[config.mk]
export PLATFORM = sky130hd
export DESIGN_NAME = reg_ring_master_flat
export DESIGN_NICKNAME = d
export VERILOG_FILES = /design/src/rtl/reg_ring_master_if.sv /design/src/rtl/reg_ring_master.sv /design/src/flat_wrapper.sv
export SDC_FILE = /design/constraint.sdc
export NUM_CORES = 1
export LEC_CHECK = 0
export ABC_CLOCK_PERIOD_IN_PS = 2900
export CAP_MARGIN = 30
export CORE_MARGIN = 3
export CORE_UTILIZATION = 42
export DETAILED_ROUTE_END_ITERATION = 8
export PLACE_DENSITY = 0.8
export REMOVE_ABC_BUFFERS = 1
export SKIP_LAST_GASP = 1
export SYNTH_ARGS = -nofsm -noshare
export SYNTH_HDL_FRONTEND = slang
export SYNTH_SLANG_ARGS = --single-unit
[constraint.sdc]
create_clock -name clk -period 2.9 [get_ports clk]
set_input_delay 0.725 -clock clk [delete_from_list [all_inputs] [get_ports clk]]
set_output_delay 0.725 -clock clk [all_outputs]
set_load 0.1 [all_outputs]
[src/rtl/reg_ring_master_if.sv]
// Command/response handshake and register-ring request/return signals for reg_ring_master.
// The master modport is the ring master's view; slave is the driver/responder side.
interface reg_ring_master_if #(
    parameter int UDP_REG_SRC_WIDTH = 2
);
    logic                         cmd_valid;
    logic                         cmd_ready;
    logic                         cmd_rd_wr_L;
    logic [22:0]                  cmd_addr;
    logic [31:0]                  cmd_wdata;

    logic                         rsp_valid;
    logic                         rsp_ready;
    logic [31:0]                  rsp_data;
    logic                         rsp_err;
    logic                         rsp_timeout;

    logic                         reg_req_out;
    logic                         reg_ack_out;
    logic                         reg_rd_wr_L_out;
    logic [22:0]                  reg_addr_out;
    logic [31:0]                  reg_data_out;
    logic [UDP_REG_SRC_WIDTH-1:0] reg_src_out;

    logic                         reg_req_in;
    logic                         reg_ack_in;
    logic                         reg_rd_wr_L_in;
    logic [22:0]                  reg_addr_in;
    logic [31:0]                  reg_data_in;
    logic [UDP_REG_SRC_WIDTH-1:0] reg_src_in;

    modport master (
        input  cmd_valid, cmd_rd_wr_L, cmd_addr, cmd_wdata, rsp_ready,
        input  reg_req_in, reg_ack_in, reg_rd_wr_L_in, reg_addr_in, reg_data_in, reg_src_in,
        output cmd_ready, rsp_valid, rsp_data, rsp_err, rsp_timeout,
        output reg_req_out, reg_ack_out, reg_rd_wr_L_out, reg_addr_out, reg_data_out, reg_src_out
    );

    modport slave (
        output cmd_valid, cmd_rd_wr_L, cmd_addr, cmd_wdata, rsp_ready,
        output reg_req_in, reg_ack_in, reg_rd_wr_L_in, reg_addr_in, reg_data_in, reg_src_in,
        input  cmd_ready, rsp_valid, rsp_data, rsp_err, rsp_timeout,
        input  reg_req_out, reg_ack_out, reg_rd_wr_L_out, reg_addr_out, reg_data_out, reg_src_out
    );
endinterface

[src/rtl/reg_ring_master.sv]
// Register-ring master: issues one command at a time onto the ring, waits for its own
// return (or times out), presents a response, and flushes the ring after a timeout.
module reg_ring_master #(
    parameter int UDP_REG_SRC_WIDTH = 2,
    parameter int SRC_ID            = 0,
    parameter int TIMEOUT_CYCLES    = 255
) (
    input  logic              clk,
    input  logic              reset,
    reg_ring_master_if.master bus
);
    localparam int CNT_W      = (TIMEOUT_CYCLES < 2) ? 1 : $clog2(TIMEOUT_CYCLES + 1);
    localparam int FLUSH_LAST = (TIMEOUT_CYCLES > 0) ? TIMEOUT_CYCLES - 1 : 0;

    localparam logic [CNT_W-1:0]             CNT_TIMEOUT    = CNT_W'(TIMEOUT_CYCLES);
    localparam logic [CNT_W-1:0]             CNT_FLUSH_LAST = CNT_W'(FLUSH_LAST);
    localparam logic [UDP_REG_SRC_WIDTH-1:0] OWN_SRC        = UDP_REG_SRC_WIDTH'(SRC_ID);
    localparam logic [31:0]                  TIMEOUT_DATA   = 32'hDEAD_BEEF;

    typedef enum logic [2:0] {
        IDLE,
        ISSUE,
        WAIT,
        RESP,
        FLUSH
    } state_t;

    state_t                       r_state;
    logic [CNT_W-1:0]             r_cnt;
    logic [22:0]                  r_addr;
    logic                         r_cmdReady;
    logic                         r_rspValid;
    logic [31:0]                  r_rspData;
    logic                         r_rspErr;
    logic                         r_rspTimeout;
    logic                         r_reqOut;
    logic                         r_rdWrOut;
    logic [22:0]                  r_addrOut;
    logic [31:0]                  r_dataOut;
    logic [UDP_REG_SRC_WIDTH-1:0] r_srcOut;
    logic                         w_match;

    // Only a return stamped with our source ID and the outstanding address is ours.
    assign w_match = bus.reg_req_in
                   && (bus.reg_src_in == OWN_SRC)
                   && (bus.reg_addr_in == r_addr);

    always_ff @(posedge clk or negedge reset) begin
        if (!reset) begin
            r_state      <= IDLE;
            r_cnt        <= '0;
            r_addr       <= '0;
            r_cmdReady   <= 1'b0;
            r_rspValid   <= 1'b0;
            r_rspData    <= '0;
            r_rspErr     <= 1'b0;
            r_rspTimeout <= 1'b0;
            r_reqOut     <= 1'b0;
            r_rdWrOut    <= 1'b0;
            r_addrOut    <= '0;
            r_dataOut    <= '0;
            r_srcOut     <= '0;
        end else begin
            r_reqOut  <= 1'b0;
            r_rdWrOut <= 1'b0;
            r_addrOut <= '0;
            r_dataOut <= '0;
            r_srcOut  <= '0;
            case (r_state)
                IDLE: begin
                    if (r_cmdReady && bus.cmd_valid) begin
                        r_cmdReady <= 1'b0;
                        r_addr     <= bus.cmd_addr;
                        r_reqOut   <= 1'b1;
                        r_rdWrOut  <= bus.cmd_rd_wr_L;
                        r_addrOut  <= bus.cmd_addr;
                        r_dataOut  <= bus.cmd_wdata;
                        r_srcOut   <= OWN_SRC;
                        r_state    <= ISSUE;
                    end else begin
                        r_cmdReady <= 1'b1;
                    end
                end
                ISSUE: begin
                    r_cnt   <= '0;
                    r_state <= WAIT;
                end
                WAIT: begin
                    // A matching return on the final counted cycle still beats the timeout.
                    if (w_match) begin
                        r_rspData    <= bus.reg_data_in;
                        r_rspErr     <= ~bus.reg_ack_in;
                        r_rspTimeout <= 1'b0;
                        r_rspValid   <= 1'b1;
                        r_state      <= RESP;
                    end else if (r_cnt == CNT_TIMEOUT) begin
                        r_rspData    <= TIMEOUT_DATA;
                        r_rspErr     <= 1'b1;
                        r_rspTimeout <= 1'b1;
                        r_rspValid   <= 1'b1;
                        r_state      <= RESP;
                    end else begin
                        r_cnt <= r_cnt + 1'b1;
                    end
                end
                RESP: begin
                    if (bus.rsp_ready) begin
                        r_rspValid <= 1'b0;
                        r_cnt      <= '0;
                        if (r_rspTimeout) begin
                            r_state <= FLUSH;
                        end else begin
                            r_cmdReady <= 1'b1;
                            r_state    <= IDLE;
                        end
                    end
                end
                FLUSH: begin
                    // Drain long enough that a straggling ack cannot pair with the next command.
                    if (r_cnt == CNT_FLUSH_LAST) begin
                        r_cmdReady <= 1'b1;
                        r_state    <= IDLE;
                    end else begin
                        r_cnt <= r_cnt + 1'b1;
                    end
                end
                default: begin
                    r_cmdReady <= 1'b0;
                    r_state    <= IDLE;
                end
            endcase
        end
    end

    assign bus.cmd_ready       = r_cmdReady;
    assign bus.rsp_valid       = r_rspValid;
    assign bus.rsp_data        = r_rspData;
    assign bus.rsp_err         = r_rspErr;
    assign bus.rsp_timeout     = r_rspTimeout;
    assign bus.reg_req_out     = r_reqOut;
    assign bus.reg_ack_out     = 1'b0;
    assign bus.reg_rd_wr_L_out = r_rdWrOut;
    assign bus.reg_addr_out    = r_addrOut;
    assign bus.reg_data_out    = r_dataOut;
    assign bus.reg_src_out     = r_srcOut;
endmodule

[src/flat_wrapper.sv]
// flat-port wrapper written by rule: the top's interface ports become plain ports
module reg_ring_master_flat 
#(
    parameter int UDP_REG_SRC_WIDTH = 2,
    parameter int SRC_ID            = 0,
    parameter int TIMEOUT_CYCLES    = 255
)
  (clk, reset, bus_cmd_valid, bus_cmd_rd_wr_L, bus_cmd_addr, bus_cmd_wdata, bus_rsp_ready, bus_reg_req_in, bus_reg_ack_in, bus_reg_rd_wr_L_in, bus_reg_addr_in, bus_reg_data_in, bus_reg_src_in, bus_cmd_ready, bus_rsp_valid, bus_rsp_data, bus_rsp_err, bus_rsp_timeout, bus_reg_req_out, bus_reg_ack_out, bus_reg_rd_wr_L_out, bus_reg_addr_out, bus_reg_data_out, bus_reg_src_out);
  reg_ring_master_if #(.UDP_REG_SRC_WIDTH(UDP_REG_SRC_WIDTH)) bus_i ();
  input  logic clk;
  input  logic reset;
  input wire logic [$bits(bus_i.cmd_valid)-1:0] bus_cmd_valid;
  input wire logic [$bits(bus_i.cmd_rd_wr_L)-1:0] bus_cmd_rd_wr_L;
  input wire logic [$bits(bus_i.cmd_addr)-1:0] bus_cmd_addr;
  input wire logic [$bits(bus_i.cmd_wdata)-1:0] bus_cmd_wdata;
  input wire logic [$bits(bus_i.rsp_ready)-1:0] bus_rsp_ready;
  input wire logic [$bits(bus_i.reg_req_in)-1:0] bus_reg_req_in;
  input wire logic [$bits(bus_i.reg_ack_in)-1:0] bus_reg_ack_in;
  input wire logic [$bits(bus_i.reg_rd_wr_L_in)-1:0] bus_reg_rd_wr_L_in;
  input wire logic [$bits(bus_i.reg_addr_in)-1:0] bus_reg_addr_in;
  input wire logic [$bits(bus_i.reg_data_in)-1:0] bus_reg_data_in;
  input wire logic [$bits(bus_i.reg_src_in)-1:0] bus_reg_src_in;
  output wire logic [$bits(bus_i.cmd_ready)-1:0] bus_cmd_ready;
  output wire logic [$bits(bus_i.rsp_valid)-1:0] bus_rsp_valid;
  output wire logic [$bits(bus_i.rsp_data)-1:0] bus_rsp_data;
  output wire logic [$bits(bus_i.rsp_err)-1:0] bus_rsp_err;
  output wire logic [$bits(bus_i.rsp_timeout)-1:0] bus_rsp_timeout;
  output wire logic [$bits(bus_i.reg_req_out)-1:0] bus_reg_req_out;
  output wire logic [$bits(bus_i.reg_ack_out)-1:0] bus_reg_ack_out;
  output wire logic [$bits(bus_i.reg_rd_wr_L_out)-1:0] bus_reg_rd_wr_L_out;
  output wire logic [$bits(bus_i.reg_addr_out)-1:0] bus_reg_addr_out;
  output wire logic [$bits(bus_i.reg_data_out)-1:0] bus_reg_data_out;
  output wire logic [$bits(bus_i.reg_src_out)-1:0] bus_reg_src_out;
  assign bus_i.cmd_valid = bus_cmd_valid;
  assign bus_i.cmd_rd_wr_L = bus_cmd_rd_wr_L;
  assign bus_i.cmd_addr = bus_cmd_addr;
  assign bus_i.cmd_wdata = bus_cmd_wdata;
  assign bus_i.rsp_ready = bus_rsp_ready;
  assign bus_i.reg_req_in = bus_reg_req_in;
  assign bus_i.reg_ack_in = bus_reg_ack_in;
  assign bus_i.reg_rd_wr_L_in = bus_reg_rd_wr_L_in;
  assign bus_i.reg_addr_in = bus_reg_addr_in;
  assign bus_i.reg_data_in = bus_reg_data_in;
  assign bus_i.reg_src_in = bus_reg_src_in;
  assign bus_cmd_ready = bus_i.cmd_ready;
  assign bus_rsp_valid = bus_i.rsp_valid;
  assign bus_rsp_data = bus_i.rsp_data;
  assign bus_rsp_err = bus_i.rsp_err;
  assign bus_rsp_timeout = bus_i.rsp_timeout;
  assign bus_reg_req_out = bus_i.reg_req_out;
  assign bus_reg_ack_out = bus_i.reg_ack_out;
  assign bus_reg_rd_wr_L_out = bus_i.reg_rd_wr_L_out;
  assign bus_reg_addr_out = bus_i.reg_addr_out;
  assign bus_reg_data_out = bus_i.reg_data_out;
  assign bus_reg_src_out = bus_i.reg_src_out;
  reg_ring_master #(.UDP_REG_SRC_WIDTH(UDP_REG_SRC_WIDTH), .SRC_ID(SRC_ID), .TIMEOUT_CYCLES(TIMEOUT_CYCLES)) u_core (.clk(clk), .reset(reset), .bus(bus_i));
endmodule
* After elaboration in Yosys (flattened, before gate mapping)
Index checks and enable logic that the tools add are counted.
** Storage, ports and cells
- Register bits after elaboration :: 127
- Word-level logic and storage cells :: 78
** Cells by class
- Add/sub/neg operators :: 1
- Equal/unequal tests :: 15
- Muxes and demuxes :: 33
- Bitwise logic cells :: 2
- Reduce and logical (&&, ||, !) cells :: 15
** Operators by type and width (number)
- two-way mux 32 bit :: 4
- two-way mux 23 bit :: 2
- two-way mux 8 bit :: 4
- one-hot mux 8 bit (4 select lines) :: 1
- == test 23 bit :: 1
- two-way mux 3 bit :: 6
- == test 8 bit, second input constant :: 2
- one-hot mux 3 bit (5 select lines) :: 1
- two-way mux 1 bit :: 13
- inequality test 2 bit, second input constant :: 5
- adder 8 x 1 -> 8 bit, second input constant :: 1
- AND reduction 4 bit :: 2
- == test 3 x 2 -> 1 bit, second input constant :: 2
- AND reduction 5 bit :: 1
- inequality test 2 x 1 -> 1 bit, second input constant :: 2
- one-hot mux 1 bit (4 select lines) :: 1
- AND reduction 2 bit :: 2
- nonzero test 2 bit :: 2
- nonzero test 4 bit :: 1
- == test 3 x 1 -> 1 bit, second input constant :: 1
- == test 3 bit, second input constant :: 1
- logical AND 1 bit :: 3
- logical NOT 3 bit :: 1
- inequality test 3 x 1 -> 1 bit, second input constant :: 1
- other kinds (5) :: 6

* Logic depth before layout (Yosys ltp)
- Word-level depth :: 5
- Depth in mapped cells :: 8
- Depth with buffers taken out :: 7

* Least setup slack after synthesis
Ideal clock, no wire load.
- Path kind :: in2reg
- Start point :: input port bus_reg_src_in[1]
- End point :: register u_core.r_cnt[1]
- Data arrival time :: 2.450 ns
- Required time :: 2.775 ns
- Slack :: 0.325 ns
- Stages :: 6
- Cell sequence :: or3b_1 or4b_1 nor4_2 nand3_2 nand4_4 mux2_4
** On the way
- Word-level cells in the longest chain between the ends :: 5
** Ends and longest elaborated chain
- start, declared :: RTL line flat_wrapper.sv:22 : input wire logic [$bits(bus_i.reg_src_in)-1:0] bus_reg_src_in;
- logical NOT 2 bit :: RTL line reg_ring_master.sv:45 : && (bus.reg_src_in == OWN_SRC)
- logical AND 1 bit :: RTL line reg_ring_master.sv:45
- logical AND 1 bit :: RTL line reg_ring_master.sv:46 : && (bus.reg_addr_in == r_addr);
- inequality test 2 bit (no line)
- AND reduction 5 bit (no line)
- end signal, assigned :: RTL line reg_ring_master.sv:103 : r_cnt <= r_cnt + 1'b1;
- end signal, assigned :: RTL line reg_ring_master.sv:124 : r_cnt <= r_cnt + 1'b1;
- end, declared :: RTL line reg_ring_master.sv:29 : logic [CNT_W-1:0] r_cnt;
No other way between the ends.
A chain may end at the register's enable or synchronous reset.

* Final worst setup path
- Start point :: input port bus_reg_req_in
- End point :: register u_core.r_cnt[1]
** On the way
- Word-level cells in the longest chain between the ends :: 4
** Ends and longest elaborated chain
- start, declared :: RTL line flat_wrapper.sv:17 : input wire logic [$bits(bus_i.reg_req_in)-1:0] bus_reg_req_in;
- logical AND 1 bit :: RTL line reg_ring_master.sv:45
- logical AND 1 bit :: RTL line reg_ring_master.sv:46
- inequality test 2 bit (no line)
- AND reduction 5 bit (no line)
No other way between the ends.

==> flow_metrics.py <==
metrics = {
    "critical_path": {
        "worst-path-max-fanout": 6,
        "required_ns": 3.19,
        "crit_slowest_cell": "or4b_1",
        "crit_path_end_kind": "flip-flop",
        "cpPeakStageDelay_ns": 0.49,
        "path_class": "input pin to flip-flop",
        "cp_cell_sequence": "clkdlybuf4s50_1, or3b_1, or4b_1, nor4_2, nand3_2, nand4_4, mux2_4",
        "crit_arrival_ns": 2.96,
        "startpoint_type": "input pin",
    },
    "cells_and_area": {
        "fillerInstances": 850,
        "num_antenna_cells": 0,
        "multi_input_area_sq_mm": 0.00173,
        "nets": 723,
        "final_cell_area_sq_mm": 0.00760,
        "drive_above_1_share_pct": 26.5,
        "regArea_sq_mm": 0.00318,
        "fin_cells": 757,
        "area_delta_synth_final_pct": 52.3,
    },
    "timing": {
        "period_share_pct": 91.9,
        "max_freq_mhz": 375,
        "fin_tns_setup_ns": 0,
        "worstMarginPinSlew_ns": 0.596,
        "fin_crit_ns": 2.66,
        "timing_hold_violations_final": 0,
        "setup_slack_ns": 0.236,
        "setup-violations-final": 0,
        "relSlewSlack_pct": 60.2,
        "maxSlewViolCount": 0,
        "skew_ns": 0.00782,
        "rsz0062_at_grt": "false",
    },
    "route": {
        "drtAntennaViolNets": 0,
        "routed_wl_microns": 12700,
        "routedWlPerCell_microns": 16.7,
        "drt_iter0_drc": 140,
        "drc_errors": 0,
        "vias": 3793,
        "first_pass_iters": 4,
        "via_per_inst": 5.01,
    },
    "clock_tree": {
        "cts.sinks": 127,
        "cts_root_buf": "clkbuf_16",
        "postCtsSetupRepairBufs": 0,
        "holdBufCountCts": 0,
        "clk-insertion-delay-late_ns": 0.41,
        "cts_resized": 0,
        "numCtsBuffers": 17,
        "clk_pin_slew_ns": 0.05,
        "htreeDepth": 4,
        "cts_buffer_depth": 2,
        "cts_tree": "yes",
    },
    "pwr": {
        "power.total_mw": 3.92,
        "p_per_area_mw_per_mm2": 516,
        "vdd_drop_max_mv": 0.371,
        "p_leak_nw": 3.77,
    },
    "synth": {
        "yosysUniqueCellTypes": 44,
        "ys_ff_latch": 127,
        "synth_top_family_by_area": "simple AND/OR/NAND/NOR gates",
        "synth_most_common_cell": "dfrtp_1",
        "syn_area_sq_mm": 0.00499,
        "synth-edff-count": 0,
        "synth_cells": 380,
        "synthTopCellsByCount": "127 x dfrtp_1, 59 x and2_1, 26 x o22a_1",
        "synth_top_area_cell": "dfrtp_1",
        "yosys_warnings": 0,
        "ys_seq_area_share_pct": 63.7,
        "synth-compound-area-share_pct": 8.87,
        "postSynthAreaPerCell_sq_um": 13.1,
        "synth-main-ff-cell": "dfrtp_1",
        "synth_top_area_share_pct": 63.7,
        "synth_fa_ha_area_share_pct": 0.501,
        "synthXorXnorAreaFrac_pct": 4.04,
        "postSynth.asyncResetShare_pct": 100,
        "yosys.area_share.simple_pct": 15.3,
        "synth_mux_area_share_pct": 5.49,
        "synthTopCellsByArea": "dfrtp_1 64%, and2_1 7.4%, mux2_2 5.2%",
    },
    "flow_run": {
        "maxCapViolations": 0,
    },
    "placed_design": {
        "gp_congestion": 0.866,
        "hpwl_microns": 9310,
        "place_area_sq_mm": 0.00706,
        "numPortBuffers": 211,
        "numPlacedInstances": 725,
        "dp_slack_ns": -0.185,
    },
    "floorplanning": {
        "start_util_pct": 43.4,
        "core_area_sq_mm": 0.0115,
        "die_w_microns": 115,
        "io-pin-count": 216,
        "die-area_sq_mm": 0.0132,
        "num_rows": 39,
        "die_h_microns": 115,
    },
    "global_routing": {
        "grt_pass1_wl_microns": 20300,
        "gr-total-overflow": 0,
        "grt_antenna_before_repair": 0,
        "grt_start_max_net_pins": 54,
        "first_global_vias": 4057,
        "track_usage_pct": 20.1,
    },
    "run_status": {
        "run_status": "complete, no violations",
    },
    "hold_path": {
        "hold_class": "input pin to asynchronous set/reset pin",
    },
}
-- through the flow --
stage	hold WS, ns	utilization (%)
floorplan	0.429	-
global placement	0.471	61.3
detailed placement	0.479	61.3
CTS	0.327	66.0
global route	0.343	66.0
finish	0.314	66.0
-- routing by layer --
layer | up-vias | global-route usage (%) | part of all wire (%)
li1 | 1766 | - | -
met3 | 27 | 9.47 | 11
met2 | 189 | 32.8 | 49
met1 | 1811 | 22.8 | 38
met4 | 0 | 8.45 | 2.5
met5 | - | 0 | 0
-- report_power, final --
part / switching [mW] / total [mW] / leakage, nW / internal [mW]
logic: 0.0887 / 0.242 / 1.77 / 0.153
clock network: 0.749 / 1.91 / 0.253 / 1.16
registers: 0.000166 / 1.77 / 1.75 / 1.77
-- sequential cells by signal, indices dropped and copies added (netlist names) --
signal,count
u_core.bus.reg_addr_out,23
u_core.r_addr,23
u_core.r_cnt,8
u_core.bus.cmd_ready,1
u_core.bus.rsp_err,1
u_core.bus.reg_data_out,32
u_core.bus.reg_rd_wr_L_out,1
u_core.bus.rsp_timeout,1
u_core.r_state,3
u_core.bus.rsp_valid,1
u_core.bus.rsp_data,32
u_core.bus.reg_req_out,1
-- path summary, 6_finish.rpt --
| path | cells after the start | startpoint | endpoint | slack [ns] |
|---|---|---|---|---|
| setup / recovery | 7 | bus_reg_req_in | u_core.r_cnt[1]$_DFFE_PN0P_ | 0.24 |
| hold / removal | 1 | reset | u_core.r_state[2]$_DFFE_PN0P_ | 0.31 |
| setup reg to reg | 6 | u_core.r_addr[18]$_DFFE_PN0P_ | u_core.r_cnt[1]$_DFFE_PN0P_ | 0.74 |
| hold reg to reg | 1 | u_core.bus.rsp_data[3]$_DFFE_PN0P_ | u_core.bus.rsp_data[3]$_DFFE_PN0P_ | 0.49 |
| max in group asynchronous | 2 | reset | u_core.bus.rsp_data[26]$_DFFE_PN0P_ | 1.80 |
| min in group clk | 1 | u_core.bus.rsp_data[3]$_DFFE_PN0P_ | u_core.bus.rsp_data[3]$_DFFE_PN0P_ | 0.49 |
-- final cells by class --
class                   count  share of cell area (%)
well taps                 143                    2.35
flip-flops and latches    127                    41.8
clock buffers              24                    6.34
clock inverters             8                   0.757
inverters                   4                   0.198
multi-input cells         232                    22.7
repair buffers            219                    25.8
-- cell families (layout without fill, tap and decap cells) --
kind of cell	Yosys count	in the layout
AO/OA/AOI/OAI	54	54
XOR/XNOR	23	23
adder cells (fa/ha/maj)	2	2
buffers and inverters	23	255
flip-flops	127	127
multiplexers	24	24
other	1	3
AND/OR/NAND/NOR	126	126
-- placed cells by master, fill, tap and decap left out, types with 8 or more instances in the layout --
cell type        count
a22o_1               8
clkbuf_16           17
buf_4              100
and2_1              59
nand2_1             10
nand3_1              8
clkdlybuf4s50_1    117
mux2_2              23
dfrtp_1            127
o22a_1              26
nor2_1              12
and3_1              10
xnor2_1             19
-- critical path, delay by kind of cell --
kind / cells / cell delay [ns]
buffers and inverters: 1 / 0.45
muxes: 1 / 0.30
and+or+nand+nor: 5 / 1.48
(Power assumes the default switching activity.)
